[config.mk]
export PLATFORM = sky130hd
export DESIGN_NAME = lift_scan_controller
export DESIGN_NICKNAME = d
export VERILOG_FILES = /design/src/rtl/lift_scan_controller.sv
export SDC_FILE = /design/constraint.sdc
export NUM_CORES = 1
export LEC_CHECK = 0
export CAP_MARGIN = 20
export CORE_ASPECT_RATIO = 1.4
export CORE_MARGIN = 1.5
export CORE_UTILIZATION = 53
export DETAILED_ROUTE_END_ITERATION = 6
export PLACE_DENSITY = 0.85
export SLEW_MARGIN = 20
export SYNTH_ARGS = -nofsm -noshare
export SYNTH_HDL_FRONTEND = slang
export SYNTH_SLANG_ARGS = --single-unit
export TNS_END_PERCENT = 1
[constraint.sdc]
create_clock -name clk -period 6.9 [get_ports clk]
set_input_delay 1.38 -clock clk [delete_from_list [all_inputs] [get_ports clk]]
set_output_delay 1.38 -clock clk [all_outputs]
set_load 0.005 [all_outputs]
[src/rtl/lift_scan_controller.sv]
// Lift car controller using SCAN service order. It owns the floor position,
// the travel direction and the door sequence. It pulses one-cycle clears back
// to the hall-up, hall-down and car request queues.
module lift_scan_controller #(
    parameter int N_FLOORS      = 8,
    parameter int TRAVEL_CYCLES = 16,
    parameter int DOOR_CYCLES   = 32,
    parameter int CLOSE_CYCLES  = 8
) (
    input  logic                clk,
    input  logic                reset_n,
    input  logic [N_FLOORS-1:0] i_up_req_queue,
    input  logic [N_FLOORS-1:0] i_dn_req_queue,
    input  logic [N_FLOORS-1:0] i_flr_req_queue,
    input  logic                i_door_obstruct,
    output logic [N_FLOORS-1:0] o_flr_pos,
    output logic                o_direction,
    output logic                o_motion,
    output logic                o_door_open,
    output logic [N_FLOORS-1:0] o_up_clr,
    output logic [N_FLOORS-1:0] o_dn_clr,
    output logic [N_FLOORS-1:0] o_flr_clr
);

    localparam int MAX_A = (TRAVEL_CYCLES > DOOR_CYCLES) ? TRAVEL_CYCLES : DOOR_CYCLES;
    localparam int MAX_C = (MAX_A > CLOSE_CYCLES) ? MAX_A : CLOSE_CYCLES;
    localparam int CW    = (MAX_C > 1) ? $clog2(MAX_C) : 1;

    localparam logic [CW-1:0]       T_LAST  = CW'(TRAVEL_CYCLES - 1);
    localparam logic [CW-1:0]       D_LAST  = CW'(DOOR_CYCLES - 1);
    localparam logic [CW-1:0]       C_LAST  = CW'(CLOSE_CYCLES - 1);
    localparam logic [CW-1:0]       CNT_ONE = CW'(1);
    localparam logic [N_FLOORS-1:0] POS_ONE = N_FLOORS'(1);

    typedef enum logic [1:0] {IDLE, MOVE, DOOR_OPEN, DOOR_CLOSE} state_t;

    state_t              state, state_n;
    logic [CW-1:0]       cnt, cnt_n;
    logic [N_FLOORS-1:0] pos, pos_n;
    logic                dir, dir_n;
    logic                svc;
    logic                motion, door_open;
    logic [N_FLOORS-1:0] up_clr, dn_clr, flr_clr;

    logic [N_FLOORS-1:0] req_all, arr_pos, dec_pos, above, below;
    logic                t_done, dec_en, clr_busy;
    logic                here_same, here_opp, ahead, behind;

    // The decision is made either at the current floor (IDLE, door states)
    // or at the floor the car is arriving at on a travel terminal count.
    assign req_all   = i_up_req_queue | i_dn_req_queue | i_flr_req_queue;
    assign t_done    = (state == MOVE) && (cnt == T_LAST);
    assign arr_pos   = dir ? (pos << 1) : (pos >> 1);
    assign dec_pos   = t_done ? arr_pos : pos;
    assign dec_en    = (state == IDLE) || t_done;
    assign below     = dec_pos - POS_ONE;
    assign above     = ~(dec_pos | below);
    assign here_same = |(dec_pos & (i_flr_req_queue | (dir ? i_up_req_queue : i_dn_req_queue)));
    assign here_opp  = |(dec_pos & (dir ? i_dn_req_queue : i_up_req_queue));
    assign ahead     = |(req_all & (dir ? above : below));
    assign behind    = |(req_all & (dir ? below : above));
    // A clear is in flight this cycle, so the queue bit seen now is stale.
    assign clr_busy  = |flr_clr;

    // Next-state: counters, position, direction and service request.
    always_comb begin
        state_n = state;
        cnt_n   = cnt;
        pos_n   = pos;
        dir_n   = dir;
        svc     = 1'b0;
        unique case (state)
            IDLE: ;
            MOVE: begin
                if (t_done) begin
                    pos_n   = arr_pos;
                    state_n = IDLE;
                end else begin
                    cnt_n = cnt + CNT_ONE;
                end
            end
            DOOR_OPEN: begin
                if (here_same && !clr_busy) begin
                    svc   = 1'b1;
                    cnt_n = '0;
                end else if (i_door_obstruct) begin
                    cnt_n = '0;
                end else if (cnt == D_LAST) begin
                    state_n = DOOR_CLOSE;
                    cnt_n   = '0;
                end else begin
                    cnt_n = cnt + CNT_ONE;
                end
            end
            DOOR_CLOSE: begin
                if (i_door_obstruct) begin
                    state_n = DOOR_OPEN;
                    cnt_n   = '0;
                end else if (cnt == C_LAST) begin
                    state_n = IDLE;
                    cnt_n   = '0;
                end else begin
                    cnt_n = cnt + CNT_ONE;
                end
            end
            default: begin
                state_n = IDLE;
                cnt_n   = '0;
            end
        endcase

        // SCAN priority: same-direction service, keep going, turn here, turn and go.
        if (dec_en) begin
            cnt_n = '0;
            if (here_same) begin
                state_n = DOOR_OPEN;
                svc     = 1'b1;
            end else if (ahead) begin
                state_n = MOVE;
            end else if (here_opp) begin
                dir_n   = ~dir;
                state_n = DOOR_OPEN;
                svc     = 1'b1;
            end else if (behind) begin
                dir_n   = ~dir;
                state_n = MOVE;
            end else begin
                state_n = IDLE;
            end
        end
    end

    // State, counter, position and registered outputs.
    always_ff @(posedge clk or negedge reset_n) begin
        if (!reset_n) begin
            state     <= IDLE;
            cnt       <= '0;
            pos       <= POS_ONE;
            dir       <= 1'b1;
            motion    <= 1'b0;
            door_open <= 1'b0;
            up_clr    <= '0;
            dn_clr    <= '0;
            flr_clr   <= '0;
        end else begin
            state     <= state_n;
            cnt       <= cnt_n;
            pos       <= pos_n;
            dir       <= dir_n;
            motion    <= (state_n == MOVE);
            door_open <= (state_n == DOOR_OPEN) || (state_n == DOOR_CLOSE);
            flr_clr   <= svc ? pos_n : '0;
            up_clr    <= (svc && dir_n) ? pos_n : '0;
            dn_clr    <= (svc && !dir_n) ? pos_n : '0;
        end
    end

    assign o_flr_pos   = pos;
    assign o_direction = dir;
    assign o_motion    = motion;
    assign o_door_open = door_open;
    assign o_up_clr    = up_clr;
    assign o_dn_clr    = dn_clr;
    assign o_flr_clr   = flr_clr;

endmodule

==> results of run 1 <==
## critical path, stage by stage, from the launching register on
cell	delay, ns
dfrtp_1	0.41
ha_1	0.24
and3_1	0.21
ha_1	0.23
nand3b_4	0.27
mux2i_4	0.49
nand3_1	0.16
or3_1	0.42
or3_1	0.32
ha_1	0.28
o31ai_1	0.07
o2111ai_1	0.16
a211oi_2	0.35
a21oi_1	0.11
o21ai_0	0.28
nand4_2	0.63
nor3_2	0.34
## cells in the final DEF (no fill, tap or decap), types with 9 or more instances in the layout
master           instances
o31ai_1                 12
nor3_2                  16
inv_1                   14
nor2_1                  11
dfrtp_1                 40
nor2b_1                  9
clkdlybuf4s50_1         60
a211oi_1                 9
ha_1                    11
## state kept, by name, summed over array words and instances (netlist names)
| register | cells |
|---|---|
| cnt | 5 |
| o_direction | 1 |
| o_dn_clr | 8 |
| o_door_open | 1 |
| o_flr_clr | 8 |
| o_flr_pos | 8 |
| o_motion | 1 |
| o_up_clr | 8 |
| state | 2 |
## kinds of logic (layout without fill, tap and decap cells)
family / after synthesis / after routing
XOR/XNOR: 2 / 2
flip-flops: 42 / 42
AO/OA/AOI/OAI: 45 / 45
AND/OR/NAND/NOR: 76 / 76
buffers and inverters: 24 / 84
multiplexers: 22 / 22
adder cells (fa/ha/maj): 11 / 11
## routing by layer
metal  up-vias  share of wire
met3        21          0.046
met4         0          0.042
met1       963           0.38
li1        935              -
met5         -              0
met2        84           0.54
## power by group through the flow
| stage | clock [uW] | combinational [uW] | sequential (uW) |
|---|---|---|---|
| 3_3_place_gp | 0 | 30.7 | 251 |
| 5_1_grt | 172 | 34.7 | 246 |
| 6_report | 157 | 31.7 | 246 |
| 3_5_place_dp | 0 | 31.8 | 251 |
| 4_1_cts | 160 | 31.9 | 246 |
| 2_1_floorplan | 0 | 6.50 | 251 |
## worst min path at each step
| stage | from | end | slack [ns] |
|---|---|---|---|
| final | cnt[0]$_DFFE_PN0P_ | cnt[0]$_DFFE_PN0P_ | 0.49 |
| after global routing | cnt[0]$_DFFE_PN0P_ | cnt[0]$_DFFE_PN0P_ | 0.53 |
| after CTS | cnt[0]$_DFFE_PN0P_ | cnt[0]$_DFFE_PN0P_ | 0.49 |
| after detailed placement | cnt[0]$_DFFE_PN0P_ | cnt[0]$_DFFE_PN0P_ | 0.48 |
| after global placement | cnt[0]$_DFFE_PN0P_ | cnt[0]$_DFFE_PN0P_ | 0.45 |
| after floorplan | cnt[0]$_DFFE_PN0P_ | cnt[0]$_DFFE_PN0P_ | 0.44 |
## cell usage after synthesis (2+ instances only)
cell type	count
nand3_1	5
buf_2	3
mux2i_4	7
buf_4	2
a21oi_1	2
nor4_1	2
mux2_1	4
ha_1	11
dfrtp_1	40
and3_1	4
or3_1	4
nand2_1	8
and2_1	3
buf_6	4
o22ai_1	7
o31ai_1	12
nor2b_1	9
a211oi_1	9
mux2i_1	8
o21ai_0	3
nor2_1	11
dfstp_2	2
nor3_1	6
nor3_2	16
inv_1	14
mux2_2	2
## cell type report
cell class / instances / area, um^2
Clock inverter: 3 / 21.3
Timing Repair Buffer: 61 / 606
Tap cell: 62 / 77.6
Clock buffer: 5 / 68.8
Sequential cell: 42 / 1050
Multi-Input combinational cell: 156 / 1320
Inverter: 15 / 61.3
Fill cell: 346 / 1330
## stage by stage
stage                     setup slack (ns)  instance area (um^2)  std cells  total power [uW]  hold WS [ns]
final                                 1.83                  3210        344               435         0.489
after global routing                  1.39                  3210        344               453         0.534
after floorplan                       2.70                  2510        222               257         0.444
after CTS                             1.82                  3210        344               438         0.490
after global placement                1.98                  3120        336               282         0.454
after detailed placement              1.84                  3120        336               283         0.479
==> impl_metrics.ini, run 1 <==
[status]
run_status = finished, final reports clean

[timing]
hold_violations = 0
rsz0062_at_grt = false
setup-tns-final_ns = 0
fmaxAchievable_mhz = 197
setup_viol = 0
period_minus_slack_ns = 5.07
worst_slew_pin_slew_ns = 0.885
drv_slew = 0
relSlewSlack = 0.410
fin_crit_sh = 0.734
clock_skew_ns = 0.00619

[global_routing]
grt_pass1_wl_um = 9590
antenna_found_initial = 0
gr-usage-all-layers = 0.246
use_met3 = 0.0478
met2_usage = 0.406
grt_pass1_vias = 2031
grt_max_degree = 43
grt.met1_usage = 0.292
overflow = 0
busiest_layer = met2

[clock_network]
cts_resized = 0
cts_hold_buf = 0
numCtsBuffers = 5
cts.sinks = 42
path_clk_slew_ns = 0.08
clock_latency_ns = 0.29
post-cts-setup-buffers = 0
h-tree-depth = 2
root_buffer = clkbuf_8
clk_path_buf_depth = 2
cts_tree = built

[routing]
via_per_inst = 5.82
vias = 2003
dr.pass1.iters = 4
first_iter_violations = 129
routed_wl_um = 5710
drcViolationCount = 0
detail-route-antenna-nets = 0
drt-wirelength-per-cell_um = 16.6

[floorplan]
dieHeight_um = 84.4
io_pins = 62
start_util = 0.554
coreArea_um2 = 4540
die-area_um2 = 5170
rows = 29
die_x_um = 61.2

[worst_setup_path]
reg2reg_slack_ns = 1.83
path_max_fanout = 24
worstSetupStartpointType = register
critPathKind = reg -> reg
r2r-end = o_up_clr[2]$_DFF_PN0_
cp-end-kind = register
ff2ff_path_depth = 16
r2r_start = cnt[0]$_DFFE_PN0P_
cp-endpoint = o_up_clr[2]$_DFF_PN0_
cp.arrival_ns = 5.26
crit_start = cnt[0]$_DFFE_PN0P_
cp.required_ns = 7.09

[power]
seq_power_share = 0.566
clkPwrFrac = 0.361
internal_power_uw = 334
leakage_uw = 0.00132
p_switching_uw = 101
ir_drop_uv = 86.4
swShare = 0.232
combPwrFrac = 0.073
cellPowerDensity_nw_per_um2 = 135

[final_layout]
drive_above_1_share = 0.160
syn_to_final_growth_pct = 27.8
layout.nets = 319
antenna_cells = 0
post-route-util = 0.708

[logic_synthesis]
synthArstFlopShare = 1.00
synthAdderAreaFrac = 0.0548
yosysUniqueCellTypes = 50
netlist_area_um2 = 2510
yosys.area_share.simple = 0.206
synth_nets = 260
synth_edf_count = 0
synth-main-ff-cell = dfrtp_1
synth_seq_cells = 42
syn_inst = 222
synth_compound_area_frac = 0.132
yosys-top-cells-area = dfrtp_1 40%, nor3_2 6.4%, mux2i_4 6.3%, ha_1 5.5%, o31ai_1 3.6%
yosysSeqAreaShare = 0.420
postSynthAreaPerCell_um2 = 11.3
synth_mux_area_frac = 0.127
synth_top_family_by_area = simple AND/OR/NAND/NOR gates
yosysTopAreaCell = dfrtp_1
yosys_warnings = 0
synthXorXnorAreaFrac = 0.00698
synth_top_area_frac = 0.399

[placement]
gp_congestion = 0.922
portBuffers = 61
place_hpwl_um = 4450

[job]
drv_cap = 0

[worst_hold_path]
min_path_cells = 1
hp-class = reg -> reg
(Power assumes the default switching activity.)
==> run 2: changes to the inputs <==
--- a/config.mk
+++ b/config.mk
@@ -8,9 +8,9 @@
 export CAP_MARGIN = 20
 export CORE_ASPECT_RATIO = 1.4
 export CORE_MARGIN = 1.5
-export CORE_UTILIZATION = 53
+export CORE_UTILIZATION = 50
 export DETAILED_ROUTE_END_ITERATION = 6
-export PLACE_DENSITY = 0.85
+export PLACE_DENSITY = 0.81
 export SLEW_MARGIN = 20
 export SYNTH_ARGS = -nofsm -noshare
 export SYNTH_HDL_FRONTEND = slang
==> constraint.sdc (replaced) <==
create_clock -name clk -period 5.3 [get_ports clk]
set_input_delay 1.06 -clock clk [delete_from_list [all_inputs] [get_ports clk]]
set_output_delay 1.06 -clock clk [all_outputs]
set_load 0.005 [all_outputs]
==> run 2 against run 1 <==
  * Clock skew is 0.0018 ns higher
  * Non-clock buffer count is 2 higher
  * Utilization is 3.7 points lower
  * Design area is 1.2% higher
  * Via count is 0.55% lower
  * Die area is 5.7% higher
  * Register-to-register slack worse by 1.2 ns
  * Critical path type unchanged
  * Largest cell class unchanged
==> impl_metrics.ini, run 2 (same netlist as run 1, synthesis figures left out) <==
[floorplan]
coreArea_um2 = 4840
die-area_um2 = 5460
start_util = 0.519
io_pins = 62
rows = 30
dieHeight_um = 86.9
die_x_um = 62.9

[final_layout]
layout.nets = 321
drive_above_1_share = 0.162
antenna_cells = 0
final_cell_mix = 60 x clkdlybuf4s50_1, 40 x dfrtp_1, 16 x nor3_2
fill_cells = 381
syn_to_final_growth_pct = 29.3
post-route-util = 0.671
final_common_cell = clkdlybuf4s50_1

[power]
leakage_uw = 0.00134
ir_drop_uv = 110
cellPowerDensity_nw_per_um2 = 188

[clock_network]
post-cts-setup-buffers = 0
root_buffer = clkbuf_8
cts_resized = 0
clk_path_buf_depth = 2
numCtsBuffers = 5
h-tree-depth = 2
cts_tree = built
clock_latency_ns = 0.29
cts_hold_buf = 0
path_clk_slew_ns = 0.08
cts.sinks = 42

[global_routing]
grt_pass1_wl_um = 9580
antenna_found_initial = 0
gr-usage-all-layers = 0.229
grt_pass1_vias = 2015
overflow = 0
grt_max_degree = 43

[placement]
portBuffers = 61
place_hpwl_um = 4500
dp_slack_ns = 0.671
gp_congestion = 0.883

[timing]
hold_violations = 0
rsz0062_at_grt = false
fmaxAchievable_mhz = 216
worst_slew_pin_slew_ns = 0.898
setup-tns-final_ns = 0
drv_slew = 0
period_minus_slack_ns = 4.63
fin_crit_sh = 0.873
setup_slack_ns = 0.673
clock_skew_ns = 0.00801
setup_viol = 0
relSlewSlack = 0.401

[job]
drv_cap = 0

[routing]
drcViolationCount = 0
first_iter_violations = 93
dr.pass1.iters = 4
vias = 1992
detail-route-antenna-nets = 0
via_per_inst = 5.72
drt-wirelength-per-cell_um = 16.8
routed_wl_um = 5850

[worst_setup_path]
reg2reg_slack_ns = 0.67
cp.arrival_ns = 4.78
cp.required_ns = 5.46
r2r_start = cnt[0]$_DFFE_PN0P_
crit_start = cnt[0]$_DFFE_PN0P_
path_max_fanout = 10
cp-endpoint = o_dn_clr[7]$_DFF_PN0_
cp-end-kind = register
critPathKind = reg -> reg
ff2ff_path_depth = 16
r2r-end = o_dn_clr[7]$_DFF_PN0_
worstSetupStartpointType = register

[worst_hold_path]
min-delay-start = cnt[0]$_DFFE_PN0P_
hp-class = reg -> reg

[status]
run_status = finished, final reports clean
run 2: critical path, cell delays in order (launching register included):
cell       delay (ns)
dfrtp_1          0.40
ha_1             0.23
and3_1           0.21
ha_1             0.22
nand3b_4         0.27
mux2i_4          0.46
nand3_1          0.16
or3_1            0.41
or3_1            0.33
ha_1             0.28
o31ai_1          0.07
o2111ai_1        0.16
a211oi_2         0.36
o21ai_1          0.12
a311o_1          0.57
inv_6            0.19
nor3_2           0.06
run 2: power by group:
group | internal (uW) | leakage, uW | switching, uW
Combinational | 21.9 | 0.000731 | 19.4
Sequential | 320 | 0.000554 | 0.000633
Clock | 141 | 0.0000514 | 110
run 2: per-layer routing:
metal / GRT usage / up-vias / share of wire
met2: 0.422 / 74 / 0.56
met4: 0.101 / 0 / 0.025
met5: 0 / - / 0
met1: 0.263 / 960 / 0.38
met3: 0.0336 / 13 / 0.035
li1: - / 945 / -
run 2: worst min-delay path by stage:
stage                     cells after the start  slack [ns]                 end
after floorplan                               1        0.44  cnt[0]$_DFFE_PN0P_
after global placement                        1        0.45  cnt[0]$_DFFE_PN0P_
after detailed placement                      1        0.46  cnt[0]$_DFFE_PN0P_
after CTS                                     1        0.47  cnt[0]$_DFFE_PN0P_
after global routing                          1        0.50  cnt[0]$_DFFE_PN0P_
final                                         1        0.47  cnt[0]$_DFFE_PN0P_
run 2: final cells by class:
class	instances	area (um^2)	share of cell area
tap	64	80.1	0.0247
sequential	42	1050	0.324
multi-input combinational	156	1320	0.407
clock inverter	2	37.5	0.0116
clock buffer	6	72.6	0.0224
inverter	15	61.3	0.0189
timing repair buffer	63	621	0.191
run 2: per-stage QoR:
stage,hold slack (ns),total power [uW],cell area [um^2],std cells
2_1_floorplan,0.444,335,2510,222
3_3_place_gp,0.453,367,3140,340
3_5_place_dp,0.462,368,3140,340
4_1_cts,0.472,612,3250,348
5_1_grt,0.499,632,3250,348
6_report,0.467,612,3250,348
